## config.mk

```make
export PLATFORM = sky130hd
export DESIGN_NAME = prioritized_arbiter
export DESIGN_NICKNAME = d
export VERILOG_FILES = /design/src/rtl/prioritized_arbiter_pkg.sv /design/src/rtl/prioritized_arbiter_prioritizer.sv /design/src/rtl/prioritized_arbiter.sv
export SDC_FILE = /design/constraint.sdc
export NUM_CORES = 1
export LEC_CHECK = 0
export BUFFER_PORTS_ARGS = -buffer_cell sky130_fd_sc_hd__buf_2
export CAP_MARGIN = 40
export CORE_UTILIZATION = 30
export CTS_BUF_LIST = sky130_fd_sc_hd__clkbuf_8 sky130_fd_sc_hd__clkbuf_16
export CTS_CLUSTER_DIAMETER = 80
export DETAILED_ROUTE_END_ITERATION = 7
export HOLD_SLACK_MARGIN = 0.03
export MAX_ROUTING_LAYER = met4
export PLACE_DENSITY = 0.71
export SKIP_CTS_REPAIR_TIMING = 1
export SYNTH_ARGS = -nofsm -noshare
export SYNTH_HDL_FRONTEND = slang
export SYNTH_SLANG_ARGS = --single-unit
```

## constraint.sdc

```tcl
create_clock -name clk -period 1.8 [get_ports clk]
set_clock_uncertainty 0.1 [all_clocks]
set_input_delay 0.36 -clock clk [delete_from_list [all_inputs] [get_ports clk]]
set_output_delay 0.36 -clock clk [all_outputs]
set_load 0.1 [all_outputs]
```

## src/rtl/prioritized_arbiter_pkg.sv

```systemverilog
// Shared types and helpers for the static-priority valid/ready arbiter.
package prioritized_arbiter_pkg;

    localparam int unsigned DATA_W     = 8;
    localparam int unsigned NUM_INPUTS = 4;
    localparam int unsigned MAX_WAIT   = 15;
    // Upper bound on requester count handled by first_set.
    localparam int unsigned MAX_RANKS  = 32;

    typedef logic [$clog2(NUM_INPUTS)-1:0] idx_t;

    typedef enum logic {
        EMPTY = 1'b0,
        FULL  = 1'b1
    } state_t;

    // Lowest set position of a rank-ordered vector (rank 0 = bit 0); 0 when none set.
    function automatic int unsigned first_set(input logic [MAX_RANKS-1:0] v);
        int unsigned r;
        r = 0;
        for (int i = int'(MAX_RANKS) - 1; i >= 0; i--) begin
            if (v[i]) r = unsigned'(i);
        end
        return r;
    endfunction

    // Width of a starvation counter able to hold max_wait.
    function automatic int unsigned wait_width(input int unsigned max_wait);
        return $clog2(max_wait + 1);
    endfunction

endpackage

```

## src/rtl/prioritized_arbiter_prioritizer.sv

```systemverilog
// Reorders a per-input vector into rank order: ranked_c[r] = in_vec[priority_list[r]].
module prioritized_arbiter_prioritizer
    import prioritized_arbiter_pkg::*;
#(
    parameter int unsigned data_width       = 1,
    parameter int unsigned number_of_inputs = NUM_INPUTS,
    parameter logic [number_of_inputs-1:0][$clog2(number_of_inputs)-1:0] priority_list = {2'd3, 2'd1, 2'd2, 2'd0}
) (
    input  logic [number_of_inputs-1:0][data_width-1:0] in_vec,
    output logic [number_of_inputs-1:0][data_width-1:0] ranked_c
);

    // Pure wiring permutation into rank order.
    always_comb begin
        for (int r = 0; r < int'(number_of_inputs); r++) begin
            ranked_c[r] = in_vec[priority_list[r]];
        end
    end

endmodule

```

## src/rtl/prioritized_arbiter.sv

```systemverilog
// Static-priority arbiter feeding one registered valid/ready output stage.
// Optional starvation guard: define STARVE_GUARD_EN to enable per-input wait counters.
module prioritized_arbiter
    import prioritized_arbiter_pkg::*;
#(
    parameter int unsigned data_width       = DATA_W,
    parameter int unsigned number_of_inputs = NUM_INPUTS,
    parameter logic [number_of_inputs-1:0][$clog2(number_of_inputs)-1:0] priority_list = {2'd3, 2'd1, 2'd2, 2'd0},
    parameter int unsigned max_wait         = MAX_WAIT
) (
    input  logic                                        clk,
    input  logic                                        rst,
    input  logic [number_of_inputs-1:0]                 in_valid,
    input  logic [number_of_inputs-1:0][data_width-1:0] in_data,
    output logic [number_of_inputs-1:0]                 in_ready,
    output logic                                        out_valid,
    output logic [data_width-1:0]                       out_data,
    output logic [$clog2(number_of_inputs)-1:0]         out_grant,
    input  logic                                        out_ready
);

    localparam int unsigned IW = $clog2(number_of_inputs);

    // True when priority_list is a permutation of 0..number_of_inputs-1.
    function automatic logic list_ok(input logic [number_of_inputs-1:0][IW-1:0] pl);
        logic [number_of_inputs-1:0] seen;
        logic ok;
        seen = '0;
        ok   = 1'b1;
        for (int r = 0; r < int'(number_of_inputs); r++) begin
            if (32'(pl[r]) >= number_of_inputs) ok = 1'b0;
            else if (seen[pl[r]])               ok = 1'b0;
            else                                seen[pl[r]] = 1'b1;
        end
        return ok;
    endfunction

    // Elaboration-time parameter sanity.
    if (number_of_inputs < 2 || number_of_inputs > MAX_RANKS) begin : g_bad_inputs
        $error("prioritized_arbiter: number_of_inputs out of range");
    end
    if (max_wait < 1) begin : g_bad_wait
        $error("prioritized_arbiter: max_wait must be >= 1");
    end
    if (!list_ok(priority_list)) begin : g_bad_list
        $error("prioritized_arbiter: priority_list is not a permutation");
    end

    state_t                             state_q, state_d;
    logic [number_of_inputs-1:0][0:0]   valid_vec, valid_rank;
    logic [IW-1:0]                      win_rank;
    logic [IW-1:0]                      winner;
    logic                               any_req;
    logic                               can_load;
    logic                               load;

    assign valid_vec = in_valid;

    prioritized_arbiter_prioritizer #(
        .data_width       (1),
        .number_of_inputs (number_of_inputs),
        .priority_list    (priority_list)
    ) u_valid_rank (
        .in_vec   (valid_vec),
        .ranked_c (valid_rank)
    );

`ifdef STARVE_GUARD_EN
    localparam int unsigned WW = wait_width(max_wait);

    logic [number_of_inputs-1:0][WW-1:0] wait_cnt;
    logic [number_of_inputs-1:0][0:0]    starved_vec, starved_rank;

    // An input is starved once its counter has saturated while still requesting.
    always_comb begin
        for (int i = 0; i < int'(number_of_inputs); i++) begin
            starved_vec[i] = in_valid[i] && (wait_cnt[i] == WW'(max_wait));
        end
    end

    prioritized_arbiter_prioritizer #(
        .data_width       (1),
        .number_of_inputs (number_of_inputs),
        .priority_list    (priority_list)
    ) u_starved_rank (
        .in_vec   (starved_vec),
        .ranked_c (starved_rank)
    );

    // Starved inputs pre-empt the static order; lowest rank wins among them.
    always_comb begin
        if (|starved_rank) win_rank = IW'(first_set(32'(starved_rank)));
        else               win_rank = IW'(first_set(32'(valid_rank)));
    end

    // Wait counters: count while refused, clear on grant or withdrawal, saturate.
    always_ff @(posedge clk or posedge rst) begin
        if (rst) begin
            wait_cnt <= '0;
        end else begin
            for (int i = 0; i < int'(number_of_inputs); i++) begin
                if (!in_valid[i] || in_ready[i])         wait_cnt[i] <= '0;
                else if (wait_cnt[i] != WW'(max_wait))   wait_cnt[i] <= wait_cnt[i] + WW'(1);
            end
        end
    end
`else
    // Pure static priority: lowest requesting rank wins.
    always_comb begin
        win_rank = IW'(first_set(32'(valid_rank)));
    end
`endif

    assign winner   = priority_list[win_rank];
    assign any_req  = |in_valid;
    assign can_load = (state_q == EMPTY) || out_ready;
    assign load     = can_load && any_req;

    // One-hot accept strobe to the current winner whenever the stage can take a beat.
    always_comb begin
        in_ready = '0;
        if (load) in_ready[winner] = 1'b1;
    end

    // State register.
    always_ff @(posedge clk or posedge rst) begin
        if (rst) state_q <= EMPTY;
        else     state_q <= state_d;
    end

    // Next state: fill on any request, drain when consumed with nothing to reload.
    always_comb begin
        state_d = state_q;
        case (state_q)
            EMPTY: if (any_req)   state_d = FULL;
            FULL:  if (out_ready) state_d = any_req ? FULL : EMPTY;
        endcase
    end

    // Output payload register; holds its last value when nothing is loaded.
    always_ff @(posedge clk or posedge rst) begin
        if (rst) begin
            out_data  <= '0;
            out_grant <= '0;
        end else if (load) begin
            out_data  <= in_data[winner];
            out_grant <= winner;
        end
    end

    assign out_valid = (state_q == FULL);

endmodule

```

==> impl_metrics.tcl, run 1 <==
set metrics [dict create \
    status "finished, final reports clean" \
    grt_antenna_before_repair 0 \
    total_power_mw 1.04 \
    ios 54 \
    required_ns 1.34 \
    via_count 1057 \
    async_reset_ff_frac 1.00 \
    grt_pass1_wl_mm 4.22 \
    core_region_area_um2 2780 \
    cts-root-buf "clkbuf_8" \
    place_area_um2 1300 \
    cap_violations 0 \
    end_kind "output port" \
    worst_pin_slew_ns 0.493 \
    floorplan.initialDensity 0.321 \
    syn_nets 150 \
    grt_overflow 0 \
    synth_edf_count 0 \
    yosysWarnings 0 \
    critPathKind "flop to output port" \
    synthFlopType "dfrtp_1" \
    dieArea_um2 3200 \
    synth_cell_type_count 24 \
    dr.pass1.iters 4 \
    avgSynthCellArea_um2 8.05 \
    clk-insertion-delay-late_ns 0.23 \
    cts_tree "done" \
    ir_worst_vdd_mv 0.364 \
    finalHoldViolations 0 \
    die_w_um 56.6 \
    synth.top_cell.area_share 0.308 \
    cts_max_level 1 \
    final_cell_mix "buf_2 (49), a21oi_1 (15), buf_4 (11)" \
    fp.dieH_um 56.6 \
    netlist_area_um2 893 \
    grt_pass1_vias 962 \
    drive_gt1_frac 0.452 \
    layout_commonest_cell "buf_2" \
    placedCellCount 193 \
    start_kind "flop" \
    pre_cts_slack_ns 0.114 \
    grt_max_degree 20 \
    avgViaCountPerCell 5.31 \
    timing.final.ws_setup_ns 0.00858 \
    grt_usage 0.179 \
    path_max_fanout 4 \
    final_area_um2 1370 \
    io_buffers 53 \
    area_delta_synth_final_pct 52.9 \
    cts_made_buffers 3 \
    cts_sinks 11 \
    n_antenna_cell 0 \
    rows 19 \
    wl_per_cell_um 13.5 \
    ys_ff_latch 11 \
    setup_viol 0 \
    gp_congestion 0.816 \
    drc 0 \
    fin_crit_ns 1.79 \
    finalNetCount 208 \
    syn_inst 111 \
    max_freq_ghz 0.558 \
    synth.area.top_cells "dfrtp_1 (31%), a21oi_1 (8.4%), and3b_1 (7.8%)" \
    slew_headroom 0.674 \
    wirelength_mm 2.69 \
    fin_cells 199 \
    clock_path_buffers 2 \
    drv_slew 0 \
    worstPathArrival_ns 1.33 \
    ant_nets 0 \
    drt_iter0_markers 14 \
    powerDensity_nw_per_um2 760 \
    leakage_nw 0.673 \
    rsz0062_at_grt "yes" \
    synth_top_area_cell "dfrtp_1" \
    finalCritPeriodShare 0.995 \
    path_clk_slew_ns 0.05 \
    hpwl_mm 2.19 \
    hp-class "primary input to asynchronous set/reset pin" \
    synth-seq-area-share 0.308 \
]
cell type report:
class | instances | area (um2)
clock buffers | 3 | 41.3
clock inverters | 1 | 3.75
fillers | 239 | 1420
inverters | 8 | 30.0
multi-input cells | 81 | 566
flip-flops and latches | 11 | 279
well taps | 31 | 38.8
repair buffers | 64 | 408
final timing paths:
check,from,to,slack (ns),cells past startpoint
max in group asynchronous,rst,out_valid,1.26,2
hold reg to reg,out_grant[1],out_grant[1],0.39,1
setup / recovery,out_valid,in_ready[3],0.009,4
hold / removal,rst,out_data[2],0.009,2
min in group clk,in_valid[0],out_valid,0.33,3
setup reg to reg,out_valid,out_data[0],0.54,5
routing by layer:
layer | vias up | GRT usage | share of wire
met1 | 480 | 0.208 | 0.40
met5 | - | - | 0
met3 | 6 | 0.0207 | 0.060
met2 | 56 | 0.297 | 0.52
li1 | 515 | - | -
met4 | 0 | 0.101 | 0.021
registers in the layout, indices dropped and copies added, names as in the netlist:
register and cells:
out_valid 1, out_grant 2, out_data 8
stage by stage:
| step | hold WS [ns] | TNS, ns | utilization |
|---|---|---|---|
| 2_1_floorplan | 0.112 | -0.00773 | - |
| 5_1_grt | 0.0381 | -0.0463 | 0.491 |
| 3_3_place_gp | 0.271 | 0 | 0.468 |
| 6_report | 0.00876 | 0 | 0.491 |
| 4_1_cts | 0.0241 | -0.0453 | 0.484 |
| 3_5_place_dp | 0.273 | 0 | 0.468 |
logic make-up (layout without fill, tap and decap cells):
group | count (synthesis) | count (layout) | synth area share
AND/OR/NAND/NOR | 36 | 36 | 0.282
AO/OA/AOI/OAI | 45 | 45 | 0.319
flip-flops | 11 | 11 | 0.308
buffers and inverters | 19 | 76 | 0.0910
report_power, final:
| group | internal [mW] | leakage (nW) | switching [mW] |
|---|---|---|---|
| Sequential | 0.278 | 0.122 | 0.0194 |
| Clock | 0.150 | 0.0269 | 0.0903 |
| Combinational | 0.139 | 0.524 | 0.361 |
Yosys cell counts, types with 2 or more instances:
library cell / instances
o21ai_0: 9
o21a_1: 4
a31oi_1: 7
dfrtp_1: 11
and3b_1: 8
a22o_1: 7
nor2b_1: 9
buf_2: 2
nand2_1: 2
nand3b_1: 9
a21oi_1: 15
and2_1: 2
clkbuf_1: 8
inv_1: 8
worst max-delay path, stage by stage, from the launching register on:
cell and delay, ns:
dfrtp_4 0.48, nand2b_4 0.08, nor2b_4 0.15, and3_4 0.20, buf_12 0.17
(Power assumes the default switching activity.)
==> run 2, diff against run 1 <==
- CORE_UTILIZATION: 30 -> 40
- PLACE_DENSITY: 0.71 -> 0.87
- RECOVER_POWER: unset -> 100
- SKIP_LAST_GASP: unset -> 1
==> impl_metrics.tcl, run 2 (synthesis results as in run 1) <==
set metrics [dict create \
    path_max_fanout 4 \
    max_stage_delay_ns 0.48 \
    crit_chain "nand2b_4, nor2b_4, and3_4, buf_12" \
    drive_gt1_frac 0.465 \
    rsz0062_at_grt "yes" \
    gp_congestion 0.810 \
    cts-root-buf "clkbuf_8" \
    top_layer_used "met4" \
    grt_overflow 0 \
    wl_met3_um 125 \
    ant_nets 0 \
    start_kind "flop" \
    area_delta_synth_final_pct 56.2 \
    finalCritPeriodShare 1.01 \
    n_antenna_cell 0 \
    core_region_area_um2 2020 \
    required_ns 1.34 \
    placedCellCount 188 \
    max_freq_ghz 0.550 \
    p_sw_frac 0.451 \
    worstPathArrival_ns 1.36 \
    avgViaCountPerCell 5.26 \
    cts_max_level 1 \
    total_power_mw 1.05 \
    critical_path_buf_inv_count 1 \
    cts_made_buffers 3 \
    dr.pass1.iters 4 \
    met2_length_mm 1.36 \
    via_count 1046 \
    wl_per_cell_um 13.7 \
    clk-insertion-delay-late_ns 0.23 \
    dieArea_um2 2430 \
    finalNetCount 212 \
    critPathTopFamily "flip-flops" \
    grt_usage 0.229 \
    fp.dieH_um 49.3 \
    grt_pass1_vias 914 \
    clock_path_buffers 2 \
    drt_iter0_markers 18 \
    slew_headroom 0.677 \
    hp-class "primary input to asynchronous set/reset pin" \
    register_area_um2 279 \
    status "finished with violations" \
    cp_slowest_cell "dfrtp_4" \
    ios 54 \
    floorplan.initialDensity 0.442 \
    layout_commonest_cell "buf_2" \
    cts_tree "done" \
    timing.final.ws_setup_ns -0.0172 \
    end_kind "output port" \
    fin_cells 199 \
    largest_reg_flops 8 \
    cap_violations 0 \
    rows 16 \
    io_buffers 53 \
    fin_crit_ns 1.82 \
    setup_viol 1 \
    utilization 0.690 \
    powerDensity_nw_per_um2 750 \
    regMostFlops "out_data" \
    ir_worst_vdd_mv 0.500 \
    leakage_nw 0.694 \
    grt_max_degree 24 \
    drt-met1-wl_mm 1.20 \
    internal-power_mw 0.574 \
    final.fill_count 159 \
    critPathKind "flop to output port" \
    drv_slew 0 \
    worst_pin_slew_ns 0.488 \
    hpwl_mm 2.03 \
    pwr-share-comb 0.491 \
    drc 0 \
    path_clk_slew_ns 0.05 \
    p_switching_mw 0.472 \
    wirelength_mm 2.73 \
    power_frac_clock 0.228 \
    cts_sinks 11 \
    grt_antenna_before_repair 0 \
    violations "setup timing" \
    final_cell_mix "buf_2 (49), a21oi_1 (15), buf_4 (14)" \
    multi_input_comb_area_um2 566 \
    finalHoldViolations 0 \
    grt_pass1_wl_mm 4.13 \
    seqPwrFrac 0.282 \
    die_w_um 49.3 \
]
[run 2: cell types whose count changed in the layout (fill, tap and decap cells not counted)]
cell,previous run,this run
buf_6,0,1
buf_4,11,14
[run 2: stage by stage]
| step | cell area (um2) | setup slack, ns | TNS [ns] | hold slack [ns] |
|---|---|---|---|---|
| floorplan | 925 | -0.00773 | -0.00773 | 0.112 |
| global placement | 1290 | 0.156 | 0 | 0.263 |
| detailed placement | 1290 | 0.102 | 0 | 0.268 |
| CTS | 1330 | -0.0911 | -0.199 | 0.0167 |
| global route | 1400 | -0.0520 | -0.0613 | 0.0445 |
| finish | 1400 | -0.0172 | -0.0172 | 0.00747 |
[run 2: final cells by class]
class / count / area share
clock buffer: 3 / 0.0296
clock inverter: 1 / 0.00269
inverter: 8 / 0.0215
multi-input combinational: 81 / 0.405
sequential: 11 / 0.200
tap: 27 / 0.0242
timing repair buffer: 68 / 0.317
[run 2: per-layer routing]
layer | vias up | GRT usage
li1 | 524 | -
met1 | 475 | 0.272
met2 | 43 | 0.388
met3 | 4 | 0.0249
met4 | 0 | 0.103
met5 | - | -
[run 2: path summary, 6_finish.rpt]
check,from,end,slack [ns],depth (start not counted)
setup / recovery,out_valid,in_ready[3],-0.02,4
hold / removal,rst,out_data[7],0.007,2
setup reg to reg,out_valid,out_data[5],0.50,6
hold reg to reg,out_grant[1],out_grant[1],0.40,1
max in group asynchronous,rst,out_valid,1.27,2
min in group clk,in_data[16],out_data[0],0.38,3
[run 2: power groups by stage]
| stage | clock, mW | combinational (mW) | sequential [mW] |
|---|---|---|---|
| 2_1_floorplan | 0 | 0.148 | 0.521 |
| 3_3_place_gp | 0 | 0.483 | 0.299 |
| 3_5_place_dp | 0 | 0.493 | 0.298 |
| 4_1_cts | 0.243 | 0.496 | 0.294 |
| 5_1_grt | 0.256 | 0.535 | 0.299 |
| 6_report | 0.238 | 0.513 | 0.295 |
==> run 3, diff against run 2 <==
--- a/config.mk
+++ b/config.mk
@@ -7,2 +7,3 @@
 export LEC_CHECK = 0
+export ABC_AREA = 1
 export BUFFER_PORTS_ARGS = -buffer_cell sky130_fd_sc_hd__buf_2
==> constraint.sdc (replaced) <==
create_clock -name clk -period 1.8 [get_ports clk]
set_clock_uncertainty 0.1 [all_clocks]
set_input_delay 0.18 -clock clk [delete_from_list [all_inputs] [get_ports clk]]
set_output_delay 0.18 -clock clk [all_outputs]
set_load 0.1 [all_outputs]
==> impl_metrics.tcl, run 3 <==
set metrics [dict create \
    worstHoldStart "in_valid[2]" \
    max_stage_delay_ns 0.48 \
    end_kind "output port" \
    critPathTopFamily "simple AND/OR/NAND/NOR gates" \
    slew_headroom 0.636 \
    clock_path_buffers 2 \
    synth_cell_type_count 15 \
    status "finished, final reports clean" \
    drt-met1-wl_mm 1.03 \
    fin_crit_ns 1.68 \
    leakage_nw 0.775 \
    synth_top_area_cell "nand2_1" \
    wl_per_cell_um 10.2 \
    max_freq_ghz 0.595 \
    die_w_um 48.8 \
    dr.pass1.iters 5 \
    core_region_area_um2 2000 \
    grt_usage 0.221 \
    area_delta_synth_final_pct 44.3 \
    cap_violations 0 \
    cts_max_level 1 \
    yosysWarnings 0 \
    start_kind "flop" \
    gp_congestion 0.834 \
    ant_nets 0 \
    drc 0 \
    cp_slowest_cell "dfrtp_4" \
    required_ns 1.52 \
    ir_worst_vdd_mv 0.816 \
    avgSynthCellArea_um2 6.25 \
    finalHoldViolations 0 \
    cts_made_buffers 3 \
    synth.top_cell.area_share 0.352 \
    grt_pass1_vias 978 \
    total_power_mw 1.04 \
    synth-seq-area-share 0.315 \
    worst_pin_slew_ns 0.548 \
    critPathKind "flop to output port" \
    ios 54 \
    grt_overflow 0 \
    reg2reg_depth 5 \
    final_cell_mix "nand2_1 (81), buf_2 (38), nand3_1 (17)" \
    io_buffers 53 \
    syn_inst 140 \
    yosysMostFrequentCell "nand2_1" \
    rsz0062_at_grt "no" \
    hp-class "primary input to flop" \
    via_count 1003 \
    cts-root-buf "clkbuf_8" \
    grt_max_degree 22 \
    avgViaCountPerCell 4.52 \
    wl_met3_um 126 \
    utilization 0.631 \
    ys_top_cells_by_count "nand2_1 (82), nand3_1 (17), dfrtp_1 (11)" \
    path_max_fanout 17 \
    floorplan.initialDensity 0.437 \
    clk-insertion-delay-late_ns 0.23 \
    fp.dieH_um 48.8 \
    drv_slew 0 \
    finalCritPeriodShare 0.934 \
    grt_antenna_before_repair 0 \
    met2_length_mm 1.08 \
    timing.rr.end "out_data[3]" \
    drt_iter0_markers 9 \
    synthFlopType "dfrtp_1" \
    wirelength_mm 2.26 \
    cts_tree "done" \
    hpwl_mm 1.80 \
    cp_common_cell "nand2_4" \
    hold_depth 3 \
    drive_gt1_frac 0.390 \
    top_layer_used "met4" \
    finalNetCount 235 \
    crit_chain "nand2_4, nand2_4, nor3_4, buf_12" \
    largest_reg_flops 8 \
    syn_nets 179 \
    netlist_area_um2 875 \
    setup_tns_ns 0 \
    regMostFlops "out_data" \
    cts_sinks 11 \
    rows 16 \
    path_clk_slew_ns 0.05 \
    min_to "out_valid" \
    setup_viol 0 \
    dieArea_um2 2380 \
    critical_path_buf_inv_count 1 \
    synth.area.top_cells "nand2_1 (35%), dfrtp_1 (31%), nand3_1 (9.7%)" \
    synth_edf_count 0 \
    async_reset_ff_frac 1.00 \
    grt_pass1_wl_mm 4.00 \
    worstPathArrival_ns 1.40 \
    powerDensity_nw_per_um2 821 \
    n_antenna_cell 0 \
    layout_commonest_cell "nand2_1" \
    r2r_slack_ns 0.55 \
    ys_ff_latch 11 \
    reg2reg_from "out_valid" \
]
[run 3: cell count changes in the layout (fill, tap and decap cells not counted), sizes merged, moves of 3 or more]
cell / previous run / this run
a22o: 7 / 0
nand3: 0 / 17
clkbuf: 3 / 14
and3b: 8 / 0
nand3b: 9 / 0
nand2: 2 / 90
a21oi: 15 / 1
o21ai: 10 / 2
a31oi: 7 / 0
nor2b: 9 / 0
buf: 68 / 45
o21a: 4 / 0
and2: 3 / 0
[run 3: area by class of cell]
| cell class | count | area, um2 |
|---|---|---|
| Tap cell | 27 | 33.8 |
| Clock buffer | 3 | 41.3 |
| Inverter | 7 | 26.3 |
| Timing Repair Buffer | 57 | 324 |
| Multi-Input combinational cell | 116 | 554 |
| Fill cell | 210 | 739 |
| Clock inverter | 1 | 3.75 |
| Sequential cell | 11 | 279 |
[run 3: logic make-up after synthesis]
logic type | after synthesis | synth area share
AND/OR/NAND/NOR | 112 | 0.551
buffers and inverters | 13 | 0.103
flip-flops | 11 | 0.315
AO/OA/AOI/OAI | 4 | 0.0315
[run 3: power breakdown]
part           total, mW  internal [mW]  switching [mW]
logic              0.503          0.110           0.393
registers          0.295          0.279          0.0163
clock network      0.238          0.149          0.0888
total               1.04          0.538           0.498
[run 3: tightest hold or removal path: cells and delay by family]
kind,cells,cell delay (ns)
buf+inv,1,0.11
simple gates,2,0.13
[run 3: metrics by stage]
stage	instances	cell area [um2]	setup slack, ns	hold WS, ns
after floorplan	140	927	-0.235	-0.0675
after global placement	217	1240	0.348	0.0752
after detailed placement	217	1240	0.305	0.0861
after CTS	221	1290	0.108	-0.163
after global routing	222	1260	0.0384	0.123
final	222	1260	0.118	0.120
[run 3: worst max-delay path by stage]
stage / slack [ns] / depth (start not counted) / start / to
after global placement: 0.35 / 8 / in_valid[3] / in_ready[1]
after CTS: 0.11 / 4 / out_valid / in_ready[1]
after detailed placement: 0.31 / 8 / in_valid[1] / in_ready[1]
after global routing: 0.04 / 4 / out_valid / in_ready[3]
final: 0.12 / 4 / out_valid / in_ready[1]
after floorplan: -0.24 / 4 / out_valid / in_ready[1]
[run 3: routing by layer]
metal / vias to the layer above / track usage
met4: 0 / 0.0441
met1: 430 / 0.257
met3: 2 / 0.0660
li1: 542 / -
met2: 29 / 0.377
met5: - / -
